$ cat src/rtl/branch_target_buffer.sv
// Direct-mapped branch target buffer with 2-bit saturating direction counters.
// Optional statistics counters are built when BTB_STATS_EN is defined.
module branch_target_buffer #(
  parameter int ENTRIES     = 16,
  parameter int INDEX_WIDTH = 4
) (
  input  logic        i_clk,
  input  logic        i_rst_n,
  input  logic [31:0] i_lookup_pc,
  output logic        o_predict_taken,
  output logic [31:0] o_predict_target,
  input  logic        i_update_valid,
  input  logic [31:0] i_update_pc,
  input  logic        i_update_taken,
  input  logic [31:0] i_update_target,
  input  logic        i_flush
`ifdef BTB_STATS_EN
  ,
  output logic [31:0] o_update_count,
  output logic [31:0] o_mispredict_count
`endif
);

  localparam int TAG_W = 32 - INDEX_WIDTH - 2;

  logic [ENTRIES-1:0] r_valid;
  logic [TAG_W-1:0]   r_tag    [ENTRIES];
  logic [31:0]        r_target [ENTRIES];
  logic [1:0]         r_ctr    [ENTRIES];

  logic [INDEX_WIDTH-1:0] w_lk_idx;
  logic [TAG_W-1:0]       w_lk_tag;
  logic                   w_lk_hit;
  logic [INDEX_WIDTH-1:0] w_up_idx;
  logic [TAG_W-1:0]       w_up_tag;
  logic                   w_up_hit;
  logic                   w_up_accept;
  logic                   w_unused;

  // PC[1:0] never participates in indexing or tagging.
  assign w_unused = ^{i_lookup_pc[1:0], i_update_pc[1:0]};

  assign w_lk_idx = i_lookup_pc[INDEX_WIDTH+1:2];
  assign w_lk_tag = i_lookup_pc[31:INDEX_WIDTH+2];
  assign w_lk_hit = r_valid[w_lk_idx] && (r_tag[w_lk_idx] == w_lk_tag);

  assign o_predict_taken  = w_lk_hit && r_ctr[w_lk_idx][1];
  assign o_predict_target = w_lk_hit ? r_target[w_lk_idx] : 32'd0;

  assign w_up_idx    = i_update_pc[INDEX_WIDTH+1:2];
  assign w_up_tag    = i_update_pc[31:INDEX_WIDTH+2];
  assign w_up_hit    = r_valid[w_up_idx] && (r_tag[w_up_idx] == w_up_tag);
  assign w_up_accept = i_update_valid && !i_flush;

  always_ff @(posedge i_clk or negedge i_rst_n) begin
    if (!i_rst_n) begin
      r_valid <= '0;
      for (int i = 0; i < ENTRIES; i++) begin
        r_tag[i]    <= '0;
        r_target[i] <= '0;
        r_ctr[i]    <= '0;
      end
    end else if (i_flush) begin
      // Flush drops only the valid bits; any same-cycle update is discarded.
      r_valid <= '0;
    end else if (i_update_valid) begin
      if (w_up_hit) begin
        if (i_update_taken) begin
          r_target[w_up_idx] <= i_update_target;
          if (r_ctr[w_up_idx] != 2'b11) begin
            r_ctr[w_up_idx] <= r_ctr[w_up_idx] + 2'd1;
          end
        end else if (r_ctr[w_up_idx] != 2'b00) begin
          r_ctr[w_up_idx] <= r_ctr[w_up_idx] - 2'd1;
        end
      end else if (i_update_taken) begin
        r_valid[w_up_idx]  <= 1'b1;
        r_tag[w_up_idx]    <= w_up_tag;
        r_target[w_up_idx] <= i_update_target;
        r_ctr[w_up_idx]    <= 2'b10;
      end
    end
  end

`ifdef BTB_STATS_EN
  logic w_up_pred_dir;
  logic w_up_mispredict;

  assign w_up_pred_dir   = w_up_hit && r_ctr[w_up_idx][1];
  assign w_up_mispredict = (w_up_pred_dir != i_update_taken) ||
                           (i_update_taken && w_up_hit &&
                            (r_target[w_up_idx] != i_update_target));

  always_ff @(posedge i_clk or negedge i_rst_n) begin
    if (!i_rst_n) begin
      o_update_count     <= '0;
      o_mispredict_count <= '0;
    end else if (w_up_accept) begin
      o_update_count <= o_update_count + 32'd1;
      if (w_up_mispredict) begin
        o_mispredict_count <= o_mispredict_count + 32'd1;
      end
    end
  end
`else
  logic w_unused_accept;
  assign w_unused_accept = w_up_accept;
`endif

endmodule

$ cat config.mk
export PLATFORM = sky130hd
export DESIGN_NAME = branch_target_buffer
export DESIGN_NICKNAME = d
export VERILOG_FILES = /design/src/rtl/branch_target_buffer.sv
export SDC_FILE = /design/constraint.sdc
export NUM_CORES = 1
export LEC_CHECK = 0
export ABC_AREA = 0
export CORE_MARGIN = 10
export CORE_UTILIZATION = 60
export CTS_CLUSTER_DIAMETER = 50
export DETAILED_ROUTE_END_ITERATION = 16
export GPL_ROUTABILITY_DRIVEN = 0
export PLACE_DENSITY = 0.78
export SYNTH_ARGS = -nofsm -noshare
export SYNTH_HDL_FRONTEND = slang
export SYNTH_SLANG_ARGS = --single-unit
$ cat constraint.sdc
create_clock -name i_clk -period 6.9 [get_ports i_clk]
set_input_delay 1.38 -clock i_clk [delete_from_list [all_inputs] [get_ports i_clk]]
set_output_delay 1.38 -clock i_clk [all_outputs]
set_load 0.005 [all_outputs]
## Word-level counts from Yosys, hierarchy flattened

Index checks and enable logic that the tools add are counted.

| operators by class | value |
|---|---|
| add/subtract/negate cells | 2 |
| $lt $le $gt $ge | 6 |
| equality and inequality tests | 5 |
| mux-type cells | 41 |
| bitwise gates (word level) | 8 |
| reduce and logical (&&, ||, !) cells | 14 |

Operator list:

| operator | count |
|---|---|
| $bwmux W512 | 1 |
| $bwmux W416 | 1 |
| $mux W32 | 9 |
| $bmux W26 S4 | 2 |
| $mux W26 | 5 |
| $bmux W32 S4 | 1 |
| $demux W32 S4 | 1 |
| $demux W26 S4 | 1 |
| $bwmux W32 | 2 |
| $mux W16 | 4 |
| $eq A26 B26 Y1 | 2 |
| $or A16 B16 Y16 | 2 |
| $and A16 B16 Y16 | 1 |
| $bmux W2 S4 | 2 |
| $not A16 Y16 | 1 |
| $ge A5 B5 Y1 const B | 2 |
| $lt A4 B5 Y1 const B | 2 |
| $mux W2 | 5 |
| $not A4 Y5 | 2 |
| $reduce_bool A2 Y1 | 5 |
| $bmux W1 S4 | 2 |
| $demux W2 S4 | 1 |
| $reduce_and A3 Y1 | 2 |
| $logic_and A1 B1 Y1 | 5 |
| other kinds (11) | 15 |

| word-level totals | value |
|---|---|
| register bits | 976 |
| input port bits | 101 |
| output and inout port bits | 33 |
| word-level logic and storage cells | 125 |

## Longest topological paths before layout

Gate-level depths: netlist of run 1.

| logic depth | value |
|---|---|
| depth after elaboration | 9 |
| gate-level depth with buffers | 16 |
| gate-level depth less buffers | 10 |

## Worst setup path before layout of run 1

OpenSTA, ideal clock, no wires.

| path | value |
|---|---|
| path kind | in2out |
| start | input i_lookup_pc[2] |
| end | output o_predict_target[10] |
| arrival time | 4581 ps |
| data required time | 5520 ps |
| slack | 939 ps |
| stages on the path | 10 |
| path buffers | 4 |
| path through | clkbuf_1 > buf_1 > buf_1 > mux4_2 > mux4_2 > xor2_1 > nor4_1 > nand4_1 > clkbuf_1 > nor2b_1 |

| between the ends | value |
|---|---|
| longest elaborated chain between the ends | 7 |
| elaborated cells between the ends (all ways) | 12 |
| those cells by class | 1 x eq/ne; 9 x mux; 1 x bitwise; 1 x reduce/logical |

Ends and longest elaborated chain:

| item | RTL line | RTL |
|---|---|---|
| start, declared | 9 | `input logic [31:0] i_lookup_pc,` |
| $not A4 Y5 (implied by the code) | 45, 48 |  |
| $bmux W26 S4 | 45 | `assign w_lk_hit = r_valid[w_lk_idx] && (r_tag[w_lk_idx] == w_lk_tag);` |
| $mux W26 (implied by the code) (2 in a row) | 45 |  |
| $eq A26 B26 Y1 | 45 |  |
| $logic_and A1 B1 Y1 | 45 |  |
| $mux W32 (*) | 48 | `assign o_predict_target = w_lk_hit ? r_target[w_lk_idx] : 32'd0;` |
| end, declared | 11 | `output logic [31:0] o_predict_target,` |

Mark *: on every way between the ends. The rest lies on a longest branch, timed or not. The select of a mux whose other input is x is not followed.

## Worst setup path in the final report of run 1

Same ends and word-level chain as after synthesis.

==> results.py, run 1 <==
metrics = {
    "drt": {
        "vias": 29100,
        "ant_nets": 0,
        "drt-initial-drc-count": 2329,
        "wl_per_cell_um": 29.7,
        "viasPerCell": 6.75,
        "drt_first_pass_iters": 8,
        "drt-total-wl_um": 128000,
        "route.detailed.drc": 0,
    },
    "sta": {
        "final_max_slew_viol_count": 0,
        "grt_setup_unrepaired": "false",
        "worst_pin_slew_ns": 1.09,
        "maxSlewHeadroom": 0.271,
        "fin_crit_ns": 6.68,
        "finalSetupViolCount": 0,
        "fin_ws_ns": 0.223,
        "setup_tns_ns": 0,
        "hold_violations": 0,
        "layout_worst_path_cycle_share": 0.968,
        "fin_hold_ws_ns": 0.487,
        "fmax_ghz": 0.150,
        "final.setup_skew_ns": 0.0236,
    },
    "synth": {
        "synth_nets": 3196,
        "synthFlopType": "dfrtp_1",
        "seq_area_frac_synth": 0.502,
        "ys_ff_latch": 976,
        "syn_inst": 3093,
        "avgSynthCellArea_um2": 15.7,
        "synthArstFlopShare": 1.00,
        "ys_warn_count": 0,
        "ys_types": 62,
        "netlist_area_mm2": 0.0487,
        "synth_edf_count": 0,
    },
    "setup_path": {
        "cp.required_ns": 5.52,
        "cp-end-kind": "primary output",
        "worst_setup_path_start_kind": "input port",
        "r2r-start": "r_tag[200]$_DFFE_PN0P_",
        "reg2reg_depth": 10,
        "critPathArrivalTime_ns": 5.30,
        "critPathMaxFanout": 33,
        "critPathKind": "input port to primary output",
        "critPathLaunch": "i_lookup_pc[2]",
    },
    "place": {
        "place.detailed.hpwl_um": 76800,
        "port_buffers": 129,
        "place_inst": 4088,
        "place_ws_ns": 0.225,
    },
    "power_and_ir_drop": {
        "vdd_drop_max_mv": 0.263,
        "powerDensity_mw_per_mm2": 279,
        "p_comb_frac": 0.145,
        "p_seq_frac": 0.452,
        "p_sw_uw": 3900,
        "p_sw_frac": 0.254,
        "leakage_uw": 0.0247,
        "p_int_uw": 11500,
        "clock_power_share": 0.402,
    },
    "cts": {
        "h-tree-depth": 3,
        "clock_path_buffers": 3,
        "cts_tree": "built",
        "cts_root_buf": "clkbuf_16",
        "cts_hold_buf": 0,
        "clk_pin_slew_ns": 0.06,
        "cts_resized": 0,
        "cts_sinks": 976,
        "clock_latency_ns": 0.69,
        "cts_buffers": 115,
        "cts_setup_buffers": 0,
    },
    "hold_path": {
        "worstHoldStart": "r_ctr[12]$_DFFE_PN0P_",
        "min_path_cells": 1,
        "hp-class": "flip-flop to flip-flop",
    },
    "finish": {
        "drive_gt1_frac": 0.523,
        "fin_cells": 4308,
        "fin_util": 0.683,
        "final_nets": 3248,
        "fill_cells": 5253,
        "syn2layout_area_growth_pct": 13.0,
    },
    "flow_run": {
        "cap_viol_max_count": 0,
    },
    "die": {
        "die_width_um": 305,
        "rows": 104,
        "placeableCoreArea_mm2": 0.0805,
        "die-area_mm2": 0.0930,
        "start_util": 0.605,
        "pin_count": 134,
        "die_h_um": 305,
    },
    "global_route": {
        "grt_pass1_wl_um": 197000,
        "overflow": 0,
        "grt_max_degree": 190,
        "grt_pass1_vias": 32100,
        "grt_use_total": 0.275,
        "antenna_found_initial": 11,
    },
    "run_status": {
        "status": "completed",
    },
}
-- state kept, by name (all words and copies together), names as in the netlist --
name,flops
r_ctr,32
r_tag,416
r_target,512
r_valid,16
-- critical path: stages --
cell             delay (ns)
buf_8                  0.23
buf_4                  0.33
mux4_2                 0.54
mux4_2                 0.49
xnor2_1                0.39
nand4_1                0.15
nor4_1                 0.45
nand4_1                0.15
buf_4                  0.36
nor2b_1                0.24
clkdlybuf4s50_1        0.53
-- synthesized netlist by cell type, drive strengths merged, types with 6 or more instances --
| cell | n | area [µm²] |
|---|---|---|
| nor2b | 46 | 288 |
| mux2i | 84 | 841 |
| nand2b | 8 | 50.1 |
| nor4 | 7 | 50.1 |
| o22ai | 16 | 100 |
| a22o | 6 | 52.6 |
| nand4 | 10 | 62.6 |
| nor2 | 19 | 71.3 |
| nand2 | 42 | 173 |
| mux2 | 972 | 10900 |
| clkbuf | 178 | 669 |
| nand3 | 14 | 75.1 |
| xor2 | 23 | 201 |
| o211ai | 9 | 67.6 |
| o21ai | 27 | 135 |
| a21oi | 7 | 38.8 |
| inv | 32 | 120 |
| o31ai | 6 | 45.0 |
| mux4 | 388 | 8740 |
| a22oi | 10 | 75.1 |
| nor3 | 6 | 30.0 |
| xnor2 | 36 | 315 |
| dfrtp | 976 | 24400 |
| buf | 117 | 657 |
-- cells in the final DEF, fill, tap and decap left out, drive strengths merged, types with 19 or more instances in the layout --
cell type,Yosys,routed
dfrtp,976,976
mux2,972,972
mux4,388,388
clkbuf,178,153
clkdlybuf4s50,0,120
buf,117,109
mux2i,84,84
nor2b,46,46
inv,32,43
nand2,42,42
xnor2,36,36
clkinv,1,35
o21ai,27,27
xor2,23,23
nor2,19,19
-- power by group through the flow --
stage	Combinational (µW)	Sequential [µW]	Clock, µW
4_1_cts	2250	6930	6260
3_3_place_gp	2140	6930	0
6_report	2230	6940	6180
3_5_place_dp	2230	7020	0
2_1_floorplan	1670	6840	0
5_1_grt	2400	7020	6520
-- final timing paths --
kind,end,slack (ns)
setup / recovery,o_predict_target[10],0.22
hold / removal,r_ctr[12]$_DFFE_PN0P_,0.49
setup reg to reg,r_tag[347]$_DFFE_PN0P_,2.62
hold reg to reg,r_ctr[12]$_DFFE_PN0P_,0.49
max in group asynchronous,r_target[509]$_DFFE_PN0P_,4.36
min in group asynchronous,r_tag[148]$_DFFE_PN0P_,0.82
-- metrics by stage --
step                total power, µW  cell area [µm²]
floorplan                      8510            48700
global placement               9060            51100
detailed placement             9250            51100
CTS                           15400            55000
global route                  15900            55000
finish                        15400            55000
-- final cells by class --
type	instances	area, µm²	share of cell area
Clock inverter	65	741	0.0135
Timing Repair Buffer	230	2250	0.0410
Tap cell	1060	1330	0.0241
Multi-Input combinational cell	1789	22900	0.417
Clock buffer	152	3200	0.0581
Inverter	33	124	0.00225
Antenna cell	3	7.51	0.000136
Sequential cell	976	24400	0.444
-- routing by layer --
layer / share of wire / track usage
met5: 0.00076 / 0
met4: 0.038 / 0.109
met3: 0.063 / 0.0519
met2: 0.50 / 0.457
met1: 0.40 / 0.355
-- logic make-up (layout without fill, tap and decap cells) --
group                      after synthesis  after routing  synth area share
adders and majority gates                2              2          0.000514
xor gates and xnor gates                59             59            0.0106
DFF                                    976            976             0.502
muxes                                 1444           1444             0.421
buffers and inverters                  328            480            0.0298
AOI/OAI and AO/OA                      110            110            0.0162
and+or+nand+nor                        174            174            0.0199
other                                    0              3                 0
Note: power is estimated with default switching activity, not from simulation.
==> inputs of run 2 (changes only) <==
--- a/config.mk
+++ b/config.mk
@@ -7,11 +7,10 @@
 export LEC_CHECK = 0
 export ABC_AREA = 0
 export CORE_MARGIN = 10
-export CORE_UTILIZATION = 60
+export CORE_UTILIZATION = 40
 export CTS_CLUSTER_DIAMETER = 50
 export DETAILED_ROUTE_END_ITERATION = 16
 export GPL_ROUTABILITY_DRIVEN = 0
-export PLACE_DENSITY = 0.78
 export SYNTH_ARGS = -nofsm -noshare
 export SYNTH_HDL_FRONTEND = slang
 export SYNTH_SLANG_ARGS = --single-unit
==> results.py, run 2 (synthesis results as in run 1) <==
metrics = {
    "die": {
        "placeableCoreArea_mm2": 0.120,
        "die_h_um": 369,
        "die-area_mm2": 0.136,
        "start_util": 0.404,
        "pin_count": 134,
        "die_width_um": 369,
        "rows": 127,
    },
    "setup_path": {
        "cp-end-kind": "primary output",
        "cp.required_ns": 5.52,
        "crit_family": "buffers and inverters",
        "path_buf_inv": 5,
        "cp_slowest_cell": "clkdlybuf4s50_1",
        "critPathMaxFanout": 33,
        "critPathKind": "input port to primary output",
        "critPathArrivalTime_ns": 5.32,
        "worst_setup_path_start_kind": "input port",
        "crit_chain": "buf_8 > buf_12 > buf_4 > mux4_2 > mux4_2 > xnor2_1 > nand4_1 > nor4_1 > nand4_1 > buf_12 > nor2b_1 > clkdlybuf4s50_1",
        "critPathMaxStageDelay_ns": 0.53,
    },
    "sta": {
        "worst_pin_slew_ns": 1.12,
        "final.setup_skew_ns": 0.0246,
        "hold_violations": 0,
        "maxSlewHeadroom": 0.256,
        "final_max_slew_viol_count": 0,
        "fmax_ghz": 0.149,
        "grt_setup_unrepaired": "false",
        "layout_worst_path_cycle_share": 0.971,
        "setup_tns_ns": 0,
        "fin_crit_ns": 6.70,
        "finalSetupViolCount": 0,
    },
    "power_and_ir_drop": {
        "p_sw_uw": 3970,
        "p_int_uw": 11800,
        "powerDensity_mw_per_mm2": 280,
        "vdd_drop_max_mv": 0.237,
        "p_seq_frac": 0.441,
        "p_comb_frac": 0.143,
        "p_sw_frac": 0.253,
        "clock_power_share": 0.416,
        "leakage_uw": 0.0249,
    },
    "drt": {
        "ant_nets": 0,
        "wl_per_cell_um": 28.3,
        "drt-initial-drc-count": 2089,
        "route.detailed.drc": 0,
        "drt-total-wl_um": 138000,
        "viasPerCell": 5.89,
        "drt_first_pass_iters": 5,
        "vias": 28700,
    },
    "cts": {
        "cts_setup_buffers": 0,
        "cts_root_buf": "clkbuf_16",
        "cts_hold_buf": 0,
        "clk_pin_slew_ns": 0.05,
        "cts_resized": 0,
        "h-tree-depth": 3,
        "clock_path_buffers": 3,
        "clock_latency_ns": 0.74,
        "cts_tree": "built",
        "cts_sinks": 976,
        "cts_buffers": 121,
    },
    "global_route": {
        "overflow": 0,
        "grt_use_total": 0.201,
        "grt_max_degree": 176,
        "grt_pass1_wl_um": 209000,
        "grt_pass1_vias": 31900,
        "antenna_found_initial": 13,
    },
    "finish": {
        "final_cell_mix": "dfrtp_1, mux2_2, mux4_2",
        "largest_register_ffs": 512,
        "multi_input_area_mm2": 0.0229,
        "max_flop_register": "r_target",
        "fin_util": 0.466,
        "drive_gt1_frac": 0.524,
        "regArea_mm2": 0.0244,
        "syn2layout_area_growth_pct": 15.3,
        "final_nets": 3257,
        "reg_top3": "r_target x512, r_tag x416, r_ctr x32",
        "fill_cells": 10400,
        "layout_commonest_cell": "dfrtp_1",
    },
    "place": {
        "place.detailed.hpwl_um": 82800,
        "port_buffers": 129,
    },
    "run_status": {
        "status": "completed",
    },
    "hold_path": {
        "hp-class": "flip-flop to flip-flop",
    },
    "flow_run": {
        "cap_viol_max_count": 0,
    },
}
[run 2: per-stage QoR]
| stage | setup slack [ns] | cells | hold slack, ns | instance area (µm²) | total power [µW] |
|---|---|---|---|---|---|
| after floorplan | 0.939 | 3093 | 0.453 | 48700 | 8510 |
| after global placement | 0.296 | 4643 | 0.467 | 52000 | 9130 |
| after detailed placement | 0.242 | 4643 | 0.479 | 52000 | 9290 |
| after CTS | 0.192 | 4867 | 0.492 | 56100 | 15900 |
| after global routing | 0.0322 | 4871 | 0.507 | 56200 | 16400 |
| final | 0.203 | 4872 | 0.497 | 56200 | 15700 |
[run 2: final cells by class]
class                           instances  share of cell area
Clock inverter                         62              0.0138
Tap cell                             1612              0.0359
Multi-Input combinational cell       1789               0.409
Inverter                               33             0.00221
Clock buffer                          162              0.0606
Sequential cell                       976               0.435
Timing Repair Buffer                  233              0.0439
Antenna cell                            5            0.000223
[run 2: power groups by stage]
stage	clock network (µW)	registers (µW)	logic, µW
4_1_cts	6680	6920	2280
5_1_grt	6930	7020	2430
3_5_place_dp	0	7020	2270
2_1_floorplan	0	6840	1670
6_report	6540	6940	2250
3_3_place_gp	0	6940	2190
[run 2: worst paths after layout]
path	to	slack [ns]	from	cells after the start
max	o_predict_target[15]	0.20	i_lookup_pc[2]	12
min	r_ctr[16]$_DFFE_PN0P_	0.50	r_ctr[16]$_DFFE_PN0P_	1
max reg2reg	r_tag[397]$_DFFE_PN0P_	2.67	r_tag[107]$_DFFE_PN0P_	11
min reg2reg	r_ctr[16]$_DFFE_PN0P_	0.50	r_ctr[16]$_DFFE_PN0P_	1
max in group asynchronous	r_target[205]$_DFFE_PN0P_	4.55	i_rst_n	2
min in group asynchronous	r_tag[96]$_DFFE_PN0P_	0.66	i_rst_n	1
[run 2: per-layer routing]
layer | vias up | GRT usage | wire length [µm]
met1 | 15800 | 0.267 | 59300
met2 | 753 | 0.332 | 67200
met3 | 258 | 0.0385 | 6790
met5 | - | 0 | 94
li1 | 11900 | - | -
met4 | 14 | 0.0637 | 4230
